$ cat src/rtl/guess_key_player.sv
// guess_key_player: replays a packed code of 2-bit symbols as key pulses,
// then an enter pulse, the way a player would press the buttons.
//
// Ports:
//   clk    - rising-edge clock
//   reset  - asynchronous, active-high reset
//   start  - playback request, sampled only while idle
//   code   - packed symbols; slot k = code[2k+1:2k], slot 0 played first
//   len    - number of symbols to play (MIN_LEN..MAX_LEN)
//   abort  - (GUESS_KEY_ABORT_EN only) cancel playback in progress
//   key    - one-hot key pulses, key[0]=I1 .. key[3]=I4
//   enter  - enter pulse after the last symbol
//   busy   - high while playback is in progress
//   done   - 1-cycle pulse when playback completes
//   err    - 1-cycle pulse on a rejected start (or an abort)
//
// Build option: define GUESS_KEY_ABORT_EN to add the abort input.

`timescale 1ns/1ps

module guess_key_player #(
    parameter int MAX_LEN   = 7,
    parameter int MIN_LEN   = 4,
    parameter int PRESS_CYC = 4,
    parameter int GAP_CYC   = 4
) (
    input  logic                   clk,
    input  logic                   reset,
    input  logic                   start,
    input  logic [2*MAX_LEN-1:0]   code,
    input  logic [3:0]             len,
`ifdef GUESS_KEY_ABORT_EN
    input  logic                   abort,
`endif
    output logic [3:0]             key,
    output logic                   enter,
    output logic                   busy,
    output logic                   done,
    output logic                   err
);

    localparam int PG_MAX = (PRESS_CYC > GAP_CYC) ? PRESS_CYC : GAP_CYC;
    localparam int CW     = (PG_MAX > 1) ? $clog2(PG_MAX) : 1;

    localparam logic [CW-1:0] P_LAST = CW'(PRESS_CYC - 1);
    localparam logic [CW-1:0] G_LAST = CW'(GAP_CYC - 1);

    typedef enum logic [2:0] {
        IDLE,
        PRESS,
        GAP,
        ENTER,
        DONE
    } state_t;

    state_t                 state;
    logic [2*MAX_LEN-1:0]   code_q;
    logic [3:0]             len_q;
    logic [2:0]             idx;
    logic [CW-1:0]          cnt;

    logic       len_ok;
    logic       last;
    logic [2:0] nidx;
    logic [1:0] nsym;
    logic       abort_hit;

    assign len_ok = (len >= 4'(MIN_LEN)) && (len <= 4'(MAX_LEN));
    assign last   = ({1'b0, idx} == (len_q - 4'd1));
    assign nidx   = idx + 3'd1;
    // Next slot is only read when it exists (idx < len-1 <= MAX_LEN-1).
    assign nsym   = code_q[{nidx, 1'b0} +: 2];

`ifdef GUESS_KEY_ABORT_EN
    assign abort_hit = abort;
`else
    assign abort_hit = 1'b0;
`endif

    function automatic logic [3:0] sym_key(input logic [1:0] s);
        logic [3:0] k;
        k = 4'b0000;
        unique case (s)
            2'b00: k = 4'b0001;
            2'b01: k = 4'b0010;
            2'b10: k = 4'b0100;
            2'b11: k = 4'b1000;
        endcase
        return k;
    endfunction

    always_ff @(posedge clk or posedge reset) begin
        if (reset) begin
            state  <= IDLE;
            code_q <= '0;
            len_q  <= '0;
            idx    <= '0;
            cnt    <= '0;
            key    <= '0;
            enter  <= 1'b0;
            busy   <= 1'b0;
            done   <= 1'b0;
            err    <= 1'b0;
        end else begin
            done <= 1'b0;
            err  <= 1'b0;
            if (abort_hit && state != IDLE) begin
                // Cancel: drop outputs at once, report via err, not done.
                state <= IDLE;
                key   <= '0;
                enter <= 1'b0;
                busy  <= 1'b0;
                err   <= 1'b1;
                cnt   <= '0;
            end else begin
                unique case (state)
                    IDLE: begin
                        if (start) begin
                            if (len_ok) begin
                                code_q <= code;
                                len_q  <= len;
                                idx    <= '0;
                                cnt    <= '0;
                                key    <= sym_key(code[1:0]);
                                busy   <= 1'b1;
                                state  <= PRESS;
                            end else begin
                                err <= 1'b1;
                            end
                        end
                    end
                    PRESS: begin
                        if (cnt == P_LAST) begin
                            cnt   <= '0;
                            key   <= '0;
                            state <= GAP;
                        end else begin
                            cnt <= cnt + CW'(1);
                        end
                    end
                    GAP: begin
                        if (cnt == G_LAST) begin
                            cnt <= '0;
                            if (last) begin
                                enter <= 1'b1;
                                state <= ENTER;
                            end else begin
                                idx   <= nidx;
                                key   <= sym_key(nsym);
                                state <= PRESS;
                            end
                        end else begin
                            cnt <= cnt + CW'(1);
                        end
                    end
                    ENTER: begin
                        if (cnt == P_LAST) begin
                            cnt   <= '0;
                            enter <= 1'b0;
                            done  <= 1'b1;
                            state <= DONE;
                        end else begin
                            cnt <= cnt + CW'(1);
                        end
                    end
                    DONE: begin
                        busy  <= 1'b0;
                        state <= IDLE;
                    end
                    default: begin
                        key   <= '0;
                        enter <= 1'b0;
                        busy  <= 1'b0;
                        state <= IDLE;
                    end
                endcase
            end
        end
    end

endmodule

$ cat config.mk
export PLATFORM = sky130hd
export DESIGN_NAME = guess_key_player
export DESIGN_NICKNAME = d
export VERILOG_FILES = /design/src/rtl/guess_key_player.sv
export SDC_FILE = /design/constraint.sdc
export NUM_CORES = 1
export LEC_CHECK = 0
export CAP_MARGIN = 20
export CORE_MARGIN = 10
export CORE_UTILIZATION = 35
export CTS_BUF_LIST = sky130_fd_sc_hd__clkbuf_8 sky130_fd_sc_hd__clkbuf_16
export DETAILED_ROUTE_END_ITERATION = 8
export GPL_TIMING_DRIVEN = 0
export MAX_ROUTING_LAYER = met4
export SYNTH_ARGS = -nofsm -noshare
export SYNTH_HDL_FRONTEND = slang
export SYNTH_SLANG_ARGS = --single-unit
export TNS_END_PERCENT = 30
$ cat constraint.sdc
create_clock -name clk -period 6.1 [get_ports clk]
set_clock_uncertainty 0.1 [all_clocks]
set_input_delay 1.22 -clock clk [delete_from_list [all_inputs] [get_ports clk]]
set_output_delay 1.22 -clock clk [all_outputs]
set_load 0.05 [all_outputs]
==> flow_summary_export.csv <==
group,metric,value,unit
synth,synth-adder-area-share,0.0217,
cts,holdBufCountCts,0,
setup_path,crit_required,4780,ps
run_status,outcome,"finished clean",
synth,synth_top_area_cell,"dfrtp_1",
placed_design,place_area,0.00212,mm2
synth,synth_xor_area_frac,0.0303,
synth,synth.cell_area,0.00173,mm2
layout,final_cell_area,0.00222,mm2
cts,clockBufferDepth,2,
synth,synth_simple_gate_area_share,0.144,
placed_design,gp_congestion,0.720,
worst_hold_path,hold_start,"busy",
power_and_ir_drop,switching_share,0.386,
synth,synth-main-ff-cell,"dfrtp_1",
layout,seqCellArea,851,um2
detailed_routing,post-route-drc-count,0,
global_routing,grt_usage,0.0944,
sta,rsz0062_at_grt,"no",
setup_path,critical_path_buf_inv_count,1,
global_routing,antenna_found_initial,0,
detailed_routing,antenna_left,0,
detailed_routing,wirelength,3550,um
synth,synth-compound-area-share,0.123,
detailed_routing,drt_iter0_drc,91,
placed_design,dpl.hpwl,2830,um
power_and_ir_drop,p_switching,0.419,mW
synth,yosysTopAreaCellShare,0.491,
worst_hold_path,min_to,"busy",
synth,synth_top_family_by_area,"multiplexers",
power_and_ir_drop,irDropWorstVdd,0.000177,V
die,pin_count,29,
layout,fin_nets,210,
setup_path,crit_family,"buffers and inverters",
cts,clock_latency,290,ps
flow_run,maxCapViolations,0,
sta,finalSetupViolCount,0,
worst_hold_path,hold_class,"reg2reg",
layout,num_antenna_cells,0,
cts,clk_pin_slew,70,ps
sta,hold_viol,0,
synth,synth_cell_types,43,
synth,synth_edf_count,0,
synth,syn_area_per_cell,11.6,um2
synth,synth_cells,150,
global_routing,grt_max_degree,21,
cts,cts_tree,"done",
power_and_ir_drop,power_frac_clock,0.155,
setup_path,reg2reg_from,"idx[1]",
setup_path,critPathMaxFanout,2,
die,start_util,0.364,
setup_path,crit_chain,"clkdlybuf4s50_1",
cts,clkSinkCount,34,
cts,cts_resized,0,
die,coreArea,0.00475,mm2
setup_path,crit_path_max_incr_delay,810,ps
setup_path,critPathSlowestCell,"clkdlybuf4s50_1",
power_and_ir_drop,combPwrFrac,0.497,
setup_path,worstSetupPathType,"reg2out",
layout,multi_input_area,837,um2
global_routing,grt_overflow_total,0,
sta,fin_tns_setup,0,ps
die,dieWidth,90.4,um
layout,layout-drive-gt1-share,0.225,
cts,tritoncts.num_buffers,5,
sta,period_share,0.453,
worst_hold_path,holdPathStages,2,
sta,slew_headroom,0.562,
sta,tightest_slew,657,ps
synth,synth_nets,174,
setup_path,rrSetupSlack,3880,ps
die,num_rows,25,
setup_path,critical_path_arrival,1450,ps
cts,htreeDepth,2,
setup_path,critPathCaptureType,"output port",
synth,yosys_register_bits,34,
synth,synth_seq_area_share,0.491,
detailed_routing,drtPass1Iterations,4,
power_and_ir_drop,pwr-share-seq,0.347,
sta,finalMaxSlewViolations,0,
placed_design,portBuffers,28,
synth,yosysWarningCount,0,
detailed_routing,vias,1231,
power_and_ir_drop,p_leak,0.933,nW
setup_path,reg2reg_to,"key[1]",
die,die_h,90.4,um
synth,muxShareOfSynthArea,0.164,
layout,n_fill_cell,467,
cts,post_cts_buffers,0,
setup_path,reg2reg_depth,7,
synth,netlist_top_cells_area,"dfrtp_1 49%, mux2_2 12%, a21oi_1 2.9%",
layout,syn2layout_area_growth,27.9,%
die,dieArea,0.00817,mm2
setup_path,critPathLaunchType,"flip-flop",
synth,async_flop_share,1.00,
power_and_ir_drop,power.density,489,mW/mm2
global_routing,grt_pass1_wl,6220,um
power_and_ir_drop,intPower,0.665,mW
global_routing,grt_pass1_vias,1338,
detailed_routing,viasPerCell,4.85,
detailed_routing,wl_per_cell,14.0,um
sta,clock.fmax,362,MHz
cts,cts-root-buf,"clkbuf_8",
sta,post-route-min-period,2770,ps
-- flip-flops by register name, summed over array words and instances (netlist names) --
register	count
busy	1
key	4
err	1
len_q	4
code_q	14
cnt	2
state	3
enter	1
idx	3
done	1
-- cells in the final DEF, fill, tap and decap left out, types with 2 or more instances in the layout --
master / instances
mux2_2: 19
inv_1: 6
nor2b_1: 2
nand2b_1: 4
ha_1: 3
clkdlybuf4s50_1: 28
nor2_1: 12
nor3_1: 2
o21a_1: 3
nand2_1: 6
nand3b_1: 3
clkbuf_8: 6
o2bb2ai_1: 2
a22oi_1: 2
mux4_2: 2
clkbuf_1: 3
o21ai_0: 5
and2_1: 2
a21oi_1: 10
dfrtp_1: 34
buf_2: 3
xnor2_1: 5
-- cell usage after synthesis, drive strengths merged (2+ instances only) --
cell	count
a22oi	2
o21a	3
mux2	20
clkbuf	3
inv	5
o2bb2ai	2
nand3b	3
o21ai	5
ha	3
nor2b	2
a21oi	10
buf	3
nand2b	4
and2	3
nand2	7
mux4	2
nor3	4
xnor2	5
nor2	12
dfrtp	34
nand3	2
-- power by group through the flow --
stage	Sequential (mW)	Combinational (mW)	Clock, mW
final	0.376	0.539	0.168
after CTS	0.379	0.546	0.176
after global placement	0.375	0.531	0
after global routing	0.391	0.596	0.182
after detailed placement	0.383	0.544	0
after floorplan	0.429	0.362	0
-- worst max-delay path by stage --
| stage | from | to | slack (ps) | cells past startpoint |
|---|---|---|---|---|
| after floorplan | len[3] | key[1] | 3700 | 5 |
| after global placement | start | key[1] | 3150 | 6 |
| after detailed placement | start | key[1] | 3150 | 6 |
| after CTS | key[2] | key[2] | 3300 | 1 |
| after global routing | key[2] | key[2] | 3280 | 1 |
| final | key[2] | key[2] | 3330 | 1 |
-- final cells by class --
type	instances	area share
sequential	34	0.384
multi-input combinational	105	0.378
timing repair buffer	29	0.139
tap	67	0.0378
clock buffer	6	0.0373
buffer	6	0.0119
inverter	5	0.00847
clock inverter	2	0.00395
-- kinds of logic (layout without fill, tap and decap cells) --
group | after synthesis | count (layout)
AOI/OAI and AO/OA | 32 | 32
xor gates and xnor gates | 6 | 6
adders and majority gates | 3 | 3
buffers and inverters | 11 | 48
DFF | 34 | 34
muxes | 23 | 23
and+or+nand+nor | 41 | 41
-- through the flow --
step	utilization	setup slack [ps]	std cells	total power, mW	hold WS (ps)
floorplan	-	3700	150	0.792	357
global placement	0.441	3150	245	0.906	377
detailed placement	0.447	3150	246	0.926	391
CTS	0.466	3300	254	1.10	407
global route	0.466	3280	254	1.17	427
finish	0.466	3330	254	1.08	401
-- routing by layer --
layer	vias up	track usage	wire length [um]
met4	0	0.0438	71
met2	25	0.156	1840
met3	9	0.0299	153
met1	584	0.101	1480
met5	-	-	0
li1	613	-	-
No activity file was read; power rests on OpenSTA's default activity.
